## src/rtl/bus_arbiter.sv

```systemverilog
// Two-port arbiter sharing one fixed-latency memory bus between the CPU (port 0) and an auxiliary master (port 1).
// Contention policy: fixed priority to port 0 by default; `BUS_ARBITER_ROUND_ROBIN_EN selects round-robin.
module bus_arbiter #(
    parameter int BUS_ADDRESS_WIDTH = 32,
    parameter int BUS_DATA_WIDTH    = 32,
    parameter int READ_LATENCY      = 1
) (
    input  logic                         clock,
    input  logic                         reset,
    input  logic                         request_0,
    input  logic                         request_1,
    input  logic                         lock_0,
    input  logic                         lock_1,
    input  logic                         write_enable_0,
    input  logic                         write_enable_1,
    input  logic [BUS_ADDRESS_WIDTH-1:0] address_0,
    input  logic [BUS_ADDRESS_WIDTH-1:0] address_1,
    input  logic [BUS_DATA_WIDTH-1:0]    write_data_0,
    input  logic [BUS_DATA_WIDTH-1:0]    write_data_1,
    output logic                         grant_0,
    output logic                         grant_1,
    output logic                         read_valid_0,
    output logic                         read_valid_1,
    output logic [BUS_DATA_WIDTH-1:0]    read_data_out,
    output logic [BUS_ADDRESS_WIDTH-1:0] address,
    output logic                         write_enable,
    output logic [BUS_DATA_WIDTH-1:0]    write_data,
    input  logic [BUS_DATA_WIDTH-1:0]    read_data
);

    typedef enum logic [1:0] {
        LOCK_NONE = 2'd0,
        LOCK_0    = 2'd1,
        LOCK_1    = 2'd2
    } lock_t;

`ifdef BUS_ARBITER_ROUND_ROBIN_EN
    localparam bit ROUND_ROBIN = 1'b1;
`else
    localparam bit ROUND_ROBIN = 1'b0;
`endif

    lock_t                   r_lock_owner;
    logic                    r_last_winner;
    logic [READ_LATENCY-1:0] r_tag_valid;
    logic [READ_LATENCY-1:0] r_tag_id;

    logic w_grant_0;
    logic w_grant_1;
    logic w_any_grant;
    logic w_winner;
    logic w_granted_lock;
    logic w_granted_we;
    logic w_contend_pick_1;

    // last_winner is always tracked; it only steers contention in the round-robin build.
    assign w_contend_pick_1 = ROUND_ROBIN && !r_last_winner;

    always_comb begin
        w_grant_0 = 1'b0;
        w_grant_1 = 1'b0;
        case (r_lock_owner)
            LOCK_0:  w_grant_0 = request_0;
            LOCK_1:  w_grant_1 = request_1;
            default: begin
                if (request_0 && request_1) begin
                    w_grant_0 = !w_contend_pick_1;
                    w_grant_1 = w_contend_pick_1;
                end else begin
                    w_grant_0 = request_0;
                    w_grant_1 = request_1;
                end
            end
        endcase
    end

    assign w_any_grant    = w_grant_0 || w_grant_1;
    assign w_winner       = w_grant_1;
    assign w_granted_lock = w_grant_1 ? lock_1 : lock_0;
    assign w_granted_we   = w_grant_1 ? write_enable_1 : write_enable_0;

    assign grant_0 = w_grant_0;
    assign grant_1 = w_grant_1;

    always_comb begin
        address      = '0;
        write_data   = '0;
        write_enable = 1'b0;
        if (w_grant_0) begin
            address      = address_0;
            write_data   = write_data_0;
            write_enable = write_enable_0;
        end else if (w_grant_1) begin
            address      = address_1;
            write_data   = write_data_1;
            write_enable = write_enable_1;
        end
    end

    // While a lock is held only the owner can be granted, so any unlocked grant releases it.
    always_ff @(posedge clock) begin
        if (reset) begin
            r_last_winner <= 1'b1;
            r_lock_owner  <= LOCK_NONE;
            r_tag_valid   <= '0;
            r_tag_id      <= '0;
        end else begin
            if (w_any_grant) begin
                r_last_winner <= w_winner;
                if (w_granted_lock) begin
                    r_lock_owner <= w_winner ? LOCK_1 : LOCK_0;
                end else begin
                    r_lock_owner <= LOCK_NONE;
                end
            end
            r_tag_valid[0] <= w_any_grant && !w_granted_we;
            r_tag_id[0]    <= w_winner;
            for (int i = 1; i < READ_LATENCY; i++) begin
                r_tag_valid[i] <= r_tag_valid[i-1];
                r_tag_id[i]    <= r_tag_id[i-1];
            end
        end
    end

    assign read_valid_0  = r_tag_valid[READ_LATENCY-1] && !r_tag_id[READ_LATENCY-1];
    assign read_valid_1  = r_tag_valid[READ_LATENCY-1] &&  r_tag_id[READ_LATENCY-1];
    assign read_data_out = read_data;

endmodule

```

## config.mk

```make
export PLATFORM = sky130hd
export DESIGN_NAME = bus_arbiter
export DESIGN_NICKNAME = d
export VERILOG_FILES = /design/src/rtl/bus_arbiter.sv
export SDC_FILE = /design/constraint.sdc
export NUM_CORES = 1
export LEC_CHECK = 0
export ABC_CLOCK_PERIOD_IN_PS = 2090
export CORE_AREA = 8 8 99 101
export DETAILED_ROUTE_END_ITERATION = 8
export DIE_AREA = 0 0 107 109
export PLACE_DENSITY = 0.74
export SETUP_SLACK_MARGIN = 0.3
export SYNTH_ARGS = -nofsm -noshare
export SYNTH_HDL_FRONTEND = slang
export SYNTH_SLANG_ARGS = --single-unit
```

## constraint.sdc

```tcl
create_clock -name clock -period 2.09 [get_ports clock]
set_input_delay 0.5225 -clock clock [delete_from_list [all_inputs] [get_ports clock]]
set_output_delay 0.5225 -clock clock [all_outputs]
set_load 0.005 [all_outputs]
```

### After elaboration in Yosys (flattened, before gate mapping)

Index checks and enable logic that the tools add are counted.

* bits in registers: 4
* logic and storage cells: 26
* output and inout port bits: 101

* mux-type cells: 14
* equal/unequal tests: 2
* reduce and logical (&&, ||, !) cells: 7

Operators with widths (number)
* $mux 32: 4
* $mux 1: 6
* $logic_and 1x1->1: 4
* $mux 2: 2
* $pmux 1 s2: 2
* $eq 2x1->1 const B: 1
* $eq 2x2->1 const B: 1
* $logic_not 1->1: 2
* $logic_or 1x1->1: 1

### Logic depth before layout (Yosys ltp)

Gate-level depths: netlist of run 1.

* word-level depth: 6
* gate-level depth with buffers: 7
* gate-level depth less buffers: 6

### Worst setup path before layout of run 1

OpenSTA, ideal clock, no wires.

* path type: register to output
* start: register r_lock_owner[0]
* end: output address[0]
* path slack: 91 ps
* cell stages (with the launch flop): 8
* arrival time: 1476 ps
* data required time: 1567 ps
* buffers on the path: 2
* cells stage by stage: dfxtp_1 inv_1 ha_1 o21ai_4 inv_4 buf_6 buf_6 a22o_1

* longest elaborated chain between the ends: 4
* elaborated cells on any way between the ends: 6
* classes of those cells: 2 x eq/ne; 4 x mux

Ends and longest elaborated chain
* from (decl): RTL line 43 `lock_t r_lock_owner;`
* from (signal assigned): RTL line 111 `r_lock_owner <= w_winner ? LOCK_1 : LOCK_0;`
* $eq 2x2->1 / $eq 2x1->1 (equally long branches): RTL line 62 `case (r_lock_owner)`
* $pmux 1 s2: RTL line 62
* $mux 32: RTL line 93 `end else if (w_grant_1) begin`
* $mux 32 (*): RTL line 89 `if (w_grant_0) begin`
* to (decl): RTL line 25 `output logic [BUS_ADDRESS_WIDTH-1:0] address,`

Every way passes the cells marked *; elsewhere a longest branch is shown, timed or not.

### Worst setup path after layout of run 1

* start: register r_lock_owner[0]
* end: output write_data[13]

* longest elaborated chain between the ends: 4
* elaborated cells on any way between the ends: 6
* classes of those cells: 2 x eq/ne; 4 x mux

Ends and longest elaborated chain
* $eq 2x2->1 / $eq 2x1->1 (equally long branches): RTL line 62
* $pmux 1 s2: RTL line 62
* $mux 32: RTL line 93
* $mux 32 (*): RTL line 89
* to (decl): RTL line 27 `output logic [BUS_DATA_WIDTH-1:0] write_data,`

Marked as above.

==> results of run 1 <==
## cell families (layout without fill, tap and decap cells)
| family | Yosys count | after routing | share of synthesized area [%] |
|---|---|---|---|
| DFF | 4 | 4 | 6.69 |
| buffers and inverters | 48 | 244 | 31.9 |
| adders and majority gates | 2 | 2 | 2.09 |
| AOI/OAI and AO/OA | 68 | 68 | 50.9 |
| and+or+nand+nor | 12 | 12 | 6.70 |
| muxes | 2 | 2 | 1.67 |
## worst max-delay path by stage
stage,from,endpoint,cells after the start
after global routing,r_lock_owner[0],write_data[11],10
after floorplan,r_lock_owner[0],address[0],7
after global placement,request_1,write_data[8],6
after detailed placement,request_0,write_data[8],7
after CTS,r_lock_owner[0],write_data[13],10
final,r_lock_owner[0],write_data[13],10
## stage by stage
| stage | cells | area (sq um) | setup TNS (ns) | power (mW) |
|---|---|---|---|---|
| after floorplan | 136 | 1210 | 0 | 0.454 |
| after global placement | 411 | 3130 | -36.78 | 1.00 |
| after detailed placement | 411 | 3130 | -39.00 | 1.02 |
| after CTS | 435 | 3320 | -21.32 | 1.28 |
| after global routing | 440 | 3410 | -22.33 | 1.38 |
| final | 440 | 3410 | -17.99 | 1.29 |
## routing by layer
layer	up-vias	global-route usage, %	part of all wire, %
met5	-	0	0
met4	0	4.42	2.1
met3	16	4.85	9.9
met2	148	24.4	51
met1	908	14.8	37
li1	906	-	-
## sequential cells by signal, indices dropped and copies added (netlist names)
name	cells
r_tag_id	1
r_lock_owner	2
r_tag_valid	1
## synthesized netlist by cell type
library cell | instances | area, sq um
a22o_1 | 64 | 561
and2_1 | 2 | 12.5
buf_2 | 3 | 15.0
buf_4 | 32 | 240
buf_6 | 10 | 113
dfxtp_1 | 4 | 80.1
ha_1 | 2 | 25.0
inv_1 | 2 | 7.51
inv_4 | 1 | 6.26
mux2i_1 | 2 | 20.0
nand2_1 | 2 | 7.51
nand2b_1 | 1 | 6.26
nor2_1 | 1 | 3.75
nor2_8 | 1 | 20.0
nor2b_1 | 1 | 6.26
nor3_1 | 2 | 10.0
o21ai_4 | 2 | 32.5
o31ai_1 | 1 | 7.51
o41ai_1 | 1 | 8.76
or3_1 | 1 | 6.26
or4_1 | 1 | 7.51
## layout make-up
type | count | share of cell area, %
sequential | 4 | 2.42
clock buffer | 3 | 1.21
inverter | 3 | 0.404
timing repair buffer | 238 | 69.3
tap | 108 | 3.96
multi-input combinational | 84 | 22.7
## where the power goes
group          switching, mW  internal, mW
combinational          0.354         0.692
clock                 0.0362         0.122
sequential           0.00389        0.0830
## what timing repair did
item / in CTS / in global routing
setup endpoints to repair: 67 / 68
pin swaps: 10 / 11
cloned: 9 / 1
buffers inserted: 12 / 4
resized for setup: 260 / 6
endpoints found under the hold margin: 0 / 0
## critical path, cell delays in order (launching register included)
cell and delay [ns]:
dfxtp_2 0.34, inv_2 0.05, ha_4 0.23, o21ai_4 0.19, nor2_8 0.07, buf_12 0.13
buf_12 0.12, buf_16 0.13, buf_8 0.12, a22o_1 0.17, buf_2 0.12
==> reports/results.txt, run 1 <==
Status: finished with violations
Failing checks: negative setup slack
Peak supply drop: 0.304 mV
Most frequent cells in the layout: clkdlybuf4s50_1, a22o_1, buf_2, buf_12, buf_4
Tightest Pin Transition: 0.270 ns
Starting Density: 14.3%
GRT Overall Usage: 13.7%
RePlAce Congestion: 0.746
Initial antenna violation count: 0
FF-to-FF Start: r_lock_owner[0]
H-tree levels: 1
Fraction of layout cells with a size suffix above 1: 32.8%
First-pass GRT wire length: 12.6 mm
Wirelength, routed: 8.79 mm
CORE AREA: 0.00838 sq mm
Total congestion overflow: 0
Endpoint, Worst Hold: r_lock_owner[0]
Critical Path End Type: output port
N_diodes: 0
Pre-CTS setup slack: -0.646 ns
Die Footprint: 0.0117 sq mm
Largest net degree at the start of global routing: 21
Clock root cell: clkbuf_8
Wirelength per Cell: 20.0 um
Unrepaired setup endpoints after global routing: yes
Skew final: 0.00350 ns
Min Tclk post-route: 2.43 ns
Via count: 1,978
Fin. Hold Viols: 0
Area growth syn-to-layout: 185%
Site Rows: 34
HPWL Detailed: 6.45 mm
I/O pin cnt: 269
Synth Register Bits: 4
Die height: 109 um
Synth Warn #: 0
Crit path kind: reg -> out
Footprint of the multi-input gates: 773 sq um
Clock Sink Count: 4
Synth cell types: 21
Post-synthesis average cell area: 8.80 sq um
HP Start: r_lock_owner[0]
CTS tree: done
Die Width: 107 um
Hold WC Path Type: reg -> reg
Worst-path fanout max: 6
Seq/Total Area, Yosys: 6.69%
Mapped Area: 0.00120 sq mm
Worst-path clk slew: 0.03 ns
Vias/cell: 4.50
Hold_ws: 0.541 ns
Max-slew violation count: 0
Nets: 504
Post-layout util: 40.7%
Pwr/cell area: 379 mW/mm^2
Cells after synthesis: 136
Total CTS buffers: 3
CTS Hold Buffers Added: 0
Reg2reg end: r_lock_owner[1]
PortBufs: 204
Syn_nets: 306
Max cap viols: 0
FF-to-FF path depth: 8
Maximum clock rate: 0.411 GHz
Tcrit/Tclk final: 116%
Post-DRT Antenna Nets: 0
Register Area: 82.6 sq um
R2r setup slk: 0.28 ns
First drt pass iteration count: 4
CP Launch Type: flop
Pleak: 1.52 nW
Most common cell after layout, fill and taps aside: clkdlybuf4s50_1
Worst skew pair latency: 0.21 ns
Hold path depth: 2
Crit path DAT: 1.91 ns
Worst path required time: 1.57 ns
# fillers: 824
Vias in the first global route: 2,221
Slew HR: 82.0%
Final setup viols: 66
Setup WS post-layout: -0.342 ns
Clock Path Buffers: 2
Post-route DRC: 0
1st-iter DRT viols: 81
Note: power is estimated with default switching activity, not from simulation.
==> run 2, diff against run 1 <==
--- a/config.mk
+++ b/config.mk
@@ -7,6 +7,7 @@
 export LEC_CHECK = 0
 export ABC_CLOCK_PERIOD_IN_PS = 2090
 export CORE_AREA = 8 8 99 101
+export CTS_CLUSTER_DIAMETER = 80
 export DETAILED_ROUTE_END_ITERATION = 8
 export DIE_AREA = 0 0 107 109
 export PLACE_DENSITY = 0.74
==> results of run 2 <==
Same layout as run 1: the final DEF is identical, and so are final timing and power.
==> run 3, diff against run 2 <==
--- a/config.mk
+++ b/config.mk
@@ -12,6 +12,7 @@
 export DIE_AREA = 0 0 107 109
 export PLACE_DENSITY = 0.74
 export SETUP_SLACK_MARGIN = 0.3
+export SKIP_LAST_GASP = 1
 export SYNTH_ARGS = -nofsm -noshare
 export SYNTH_HDL_FRONTEND = slang
 export SYNTH_SLANG_ARGS = --single-unit
==> reports/results.txt, run 3 (same netlist as run 1, synthesis figures left out) <==
Vias/cell: 4.54 (was 4.50)
Pleak: 1.51 nW (was 1.52 nW)
Unrepaired setup endpoints after global routing: yes (unchanged)
Most frequent CP cell: buf_12 (unchanged)
Post-layout util: 40.7% (about the same)
Starting Density: 14.3% (unchanged)
CTS tree: done (unchanged)
FF-to-FF path depth: 8 (unchanged)
GRT Overall Usage: 13.7% (about the same)
Peak supply drop: 0.304 mV (about the same)
Largest net degree at the start of global routing: 21 (unchanged)
Total congestion overflow: 0 (unchanged)
Hold path depth: 2 (unchanged)
Delay-heaviest family, CP: buffers and inverters (unchanged)
Crit path max-delay cell type: dfxtp_2 (unchanged)
Worst-path clk slew: 0.03 ns (about the same)
H-tree levels: 1 (unchanged)
Max reg flops: 2 (unchanged)
Max-slew violation count: 0 (unchanged)
Tightest Pin Transition: 0.251 ns (was 0.270 ns)
Total CTS buffers: 3 (unchanged)
Failing checks: negative setup slack (unchanged)
Critical Path End Type: output port (unchanged)
Nets: 503 (was 504)
Via count: 1,992 (was 1,978)
Slew HR: 83.1% (was 82.0%)
Most common cell after layout, fill and taps aside: clkdlybuf4s50_1 (unchanged)
CORE AREA: 0.00838 sq mm (unchanged)
Fraction of layout cells with a size suffix above 1: 32.6% (was 32.8%)
Worst path bufs/invs: 6 (unchanged)
Worst path required time: 1.57 ns (about the same)
Largest Register: r_lock_owner (unchanged)
Register Area: 82.6 sq um (unchanged)
Crit path kind: reg -> out (unchanged)
I/O pin cnt: 269 (unchanged)
Skew final: 0.00334 ns (was 0.00350 ns)
Clock Sink Count: 4 (unchanged)
Met2 wire len: 4.47 mm (was 4.45 mm)
Met1 WL: 3.34 mm (was 3.29 mm)
Worst skew pair latency: 0.21 ns (about the same)
Setup WS post-layout: -0.338 ns (was -0.342 ns)
Switching part of the total power: 30.6% (was 30.5%)
Initial antenna violation count: 0 (unchanged)
CP peak stage delay: 0.34 ns (about the same)
Met3 WL: 857 um (was 869 um)
Wirelength, routed: 8.84 mm (was 8.79 mm)
Worst path depth: 10 (unchanged)
CTS Hold Buffers Added: 0 (unchanged)
First-pass GRT wire length: 12.6 mm (about the same)
Clock network power share: 12.3% (about the same)
Clock Path Buffers: 2 (unchanged)
Endpoint, Worst Hold: r_lock_owner[0] (unchanged)
Combinational share of power: 81.0% (about the same)
Vias in the first global route: 2,220 (was 2,221)
Seq pwr share: 6.7% (about the same)
Cell Chain, Critical Path: inv_2, ha_4, o21ai_4, nor2_8, buf_12, buf_12, buf_16, buf_8, a22o_1, buf_2 (unchanged)
Post-DRT Antenna Nets: 0 (unchanged)
Die Width: 107 um (unchanged)
Wirelength per Cell: 20.1 um (was 20.0 um)
Min Tclk post-route: 2.43 ns (about the same)
FF-to-FF Start: r_lock_owner[0] (unchanged)
1st-iter DRT viols: 58 (was 81)
Fin. Hold Viols: 0 (unchanged)
HPWL Detailed: 6.45 mm (unchanged)
PortBufs: 204 (unchanged)
Area growth syn-to-layout: 185% (about the same)
Reg2reg end: r_lock_owner[1] (unchanged)
Clock root cell: clkbuf_8 (unchanged)
Hold WC Path Type: reg -> reg (unchanged)
Crit path DAT: 1.91 ns (about the same)
Post-route DRC: 0 (unchanged)
Internal power: 0.896 mW (was 0.897 mW)
# fillers: 836 (was 824)
Status: finished with violations (unchanged)
Pwr/cell area: 379 mW/mm^2 (about the same)
RePlAce Congestion: 0.746 (unchanged)
CP Launch Type: flop (unchanged)
Tcrit/Tclk final: 116% (about the same)
R2r setup slk: 0.28 ns (about the same)
Die Footprint: 0.0117 sq mm (unchanged)
Footprint of the multi-input gates: 773 sq um (unchanged)
Highest metal used: met4 (unchanged)
HP Start: r_lock_owner[0] (unchanged)
Top flop regs: r_lock_owner (2), r_tag_id (1), r_tag_valid (1) (unchanged)
Max cap viols: 0 (unchanged)
Die height: 109 um (unchanged)
Site Rows: 34 (unchanged)
First drt pass iteration count: 4 (unchanged)
N_diodes: 0 (unchanged)
NetSw: 0.395 mW (was 0.394 mW)
Worst-path fanout max: 6 (unchanged)
Pre-CTS setup slack: -0.646 ns (unchanged)
Final setup viols: 66 (unchanged)
Most frequent cells in the layout: clkdlybuf4s50_1, a22o_1, buf_2, buf_12 (was clkdlybuf4s50_1, a22o_1, buf_2, buf_12, buf_4)
Maximum clock rate: 0.412 GHz (was 0.411 GHz)
## run 3: cell types whose count changed in the layout (fill, tap and decap cells not counted), sizes merged
cell,delta
clkbuf,+1
buf,-3
clkdlybuf4s15,+1
## run 3: area by class of cell
cell class                 instances  share of cell area (%)
tap                              108                    3.96
multi-input combinational         84                    22.7
clock buffer                       3                    1.21
timing repair buffer             237                    69.3
inverter                           3                   0.404
sequential                         4                    2.42
## run 3: how the worst max path moves through the flow
| stage | start | to |
|---|---|---|
| final | r_lock_owner[0] | write_data[13] |
| after global placement | request_1 | write_data[8] |
| after CTS | r_lock_owner[0] | write_data[13] |
| after global routing | r_lock_owner[0] | write_data[11] |
| after floorplan | r_lock_owner[0] | address[0] |
| after detailed placement | request_0 | write_data[8] |
## run 3: what timing repair did
item	CTS	global route
cloned	9	1
buffers inserted	12	3
setup endpoints to repair	67	68
resized for setup	240	24
pin swaps	10	15
## run 3: power groups by stage
stage	logic, mW	clock network, mW	registers, mW
floorplan	0.367	0	0.0868
global route	1.12	0.170	0.0871
CTS	1.05	0.163	0.0868
detailed placement	0.930	0	0.0878
finish	1.05	0.158	0.0869
global placement	0.917	0	0.0875
## run 3: stage by stage
stage	std cells	total power [mW]	hold slack [ns]	instance area, sq um	setup TNS (ns)
2_1_floorplan	136	0.454	0.511	1210	0
3_3_place_gp	411	1.00	0.528	3130	-36.78
3_5_place_dp	411	1.02	0.537	3130	-39.00
4_1_cts	435	1.30	0.542	3410	-23.07
5_1_grt	439	1.38	0.566	3410	-22.58
6_report	439	1.29	0.539	3410	-18.00
## run 3: tightest hold or removal path: cells and delay by family, from the launching register on
kind             cells  cell delay (ns)
and+or+nand+nor      1             0.05
muxes                1             0.12
DFF                  1             0.32
## run 3: metal layers
metal	global-route usage (%)	vias up
li1	-	902
met3	4.85	14
met1	14.7	936
met2	24.5	140
met4	4.22	0
met5	0	-
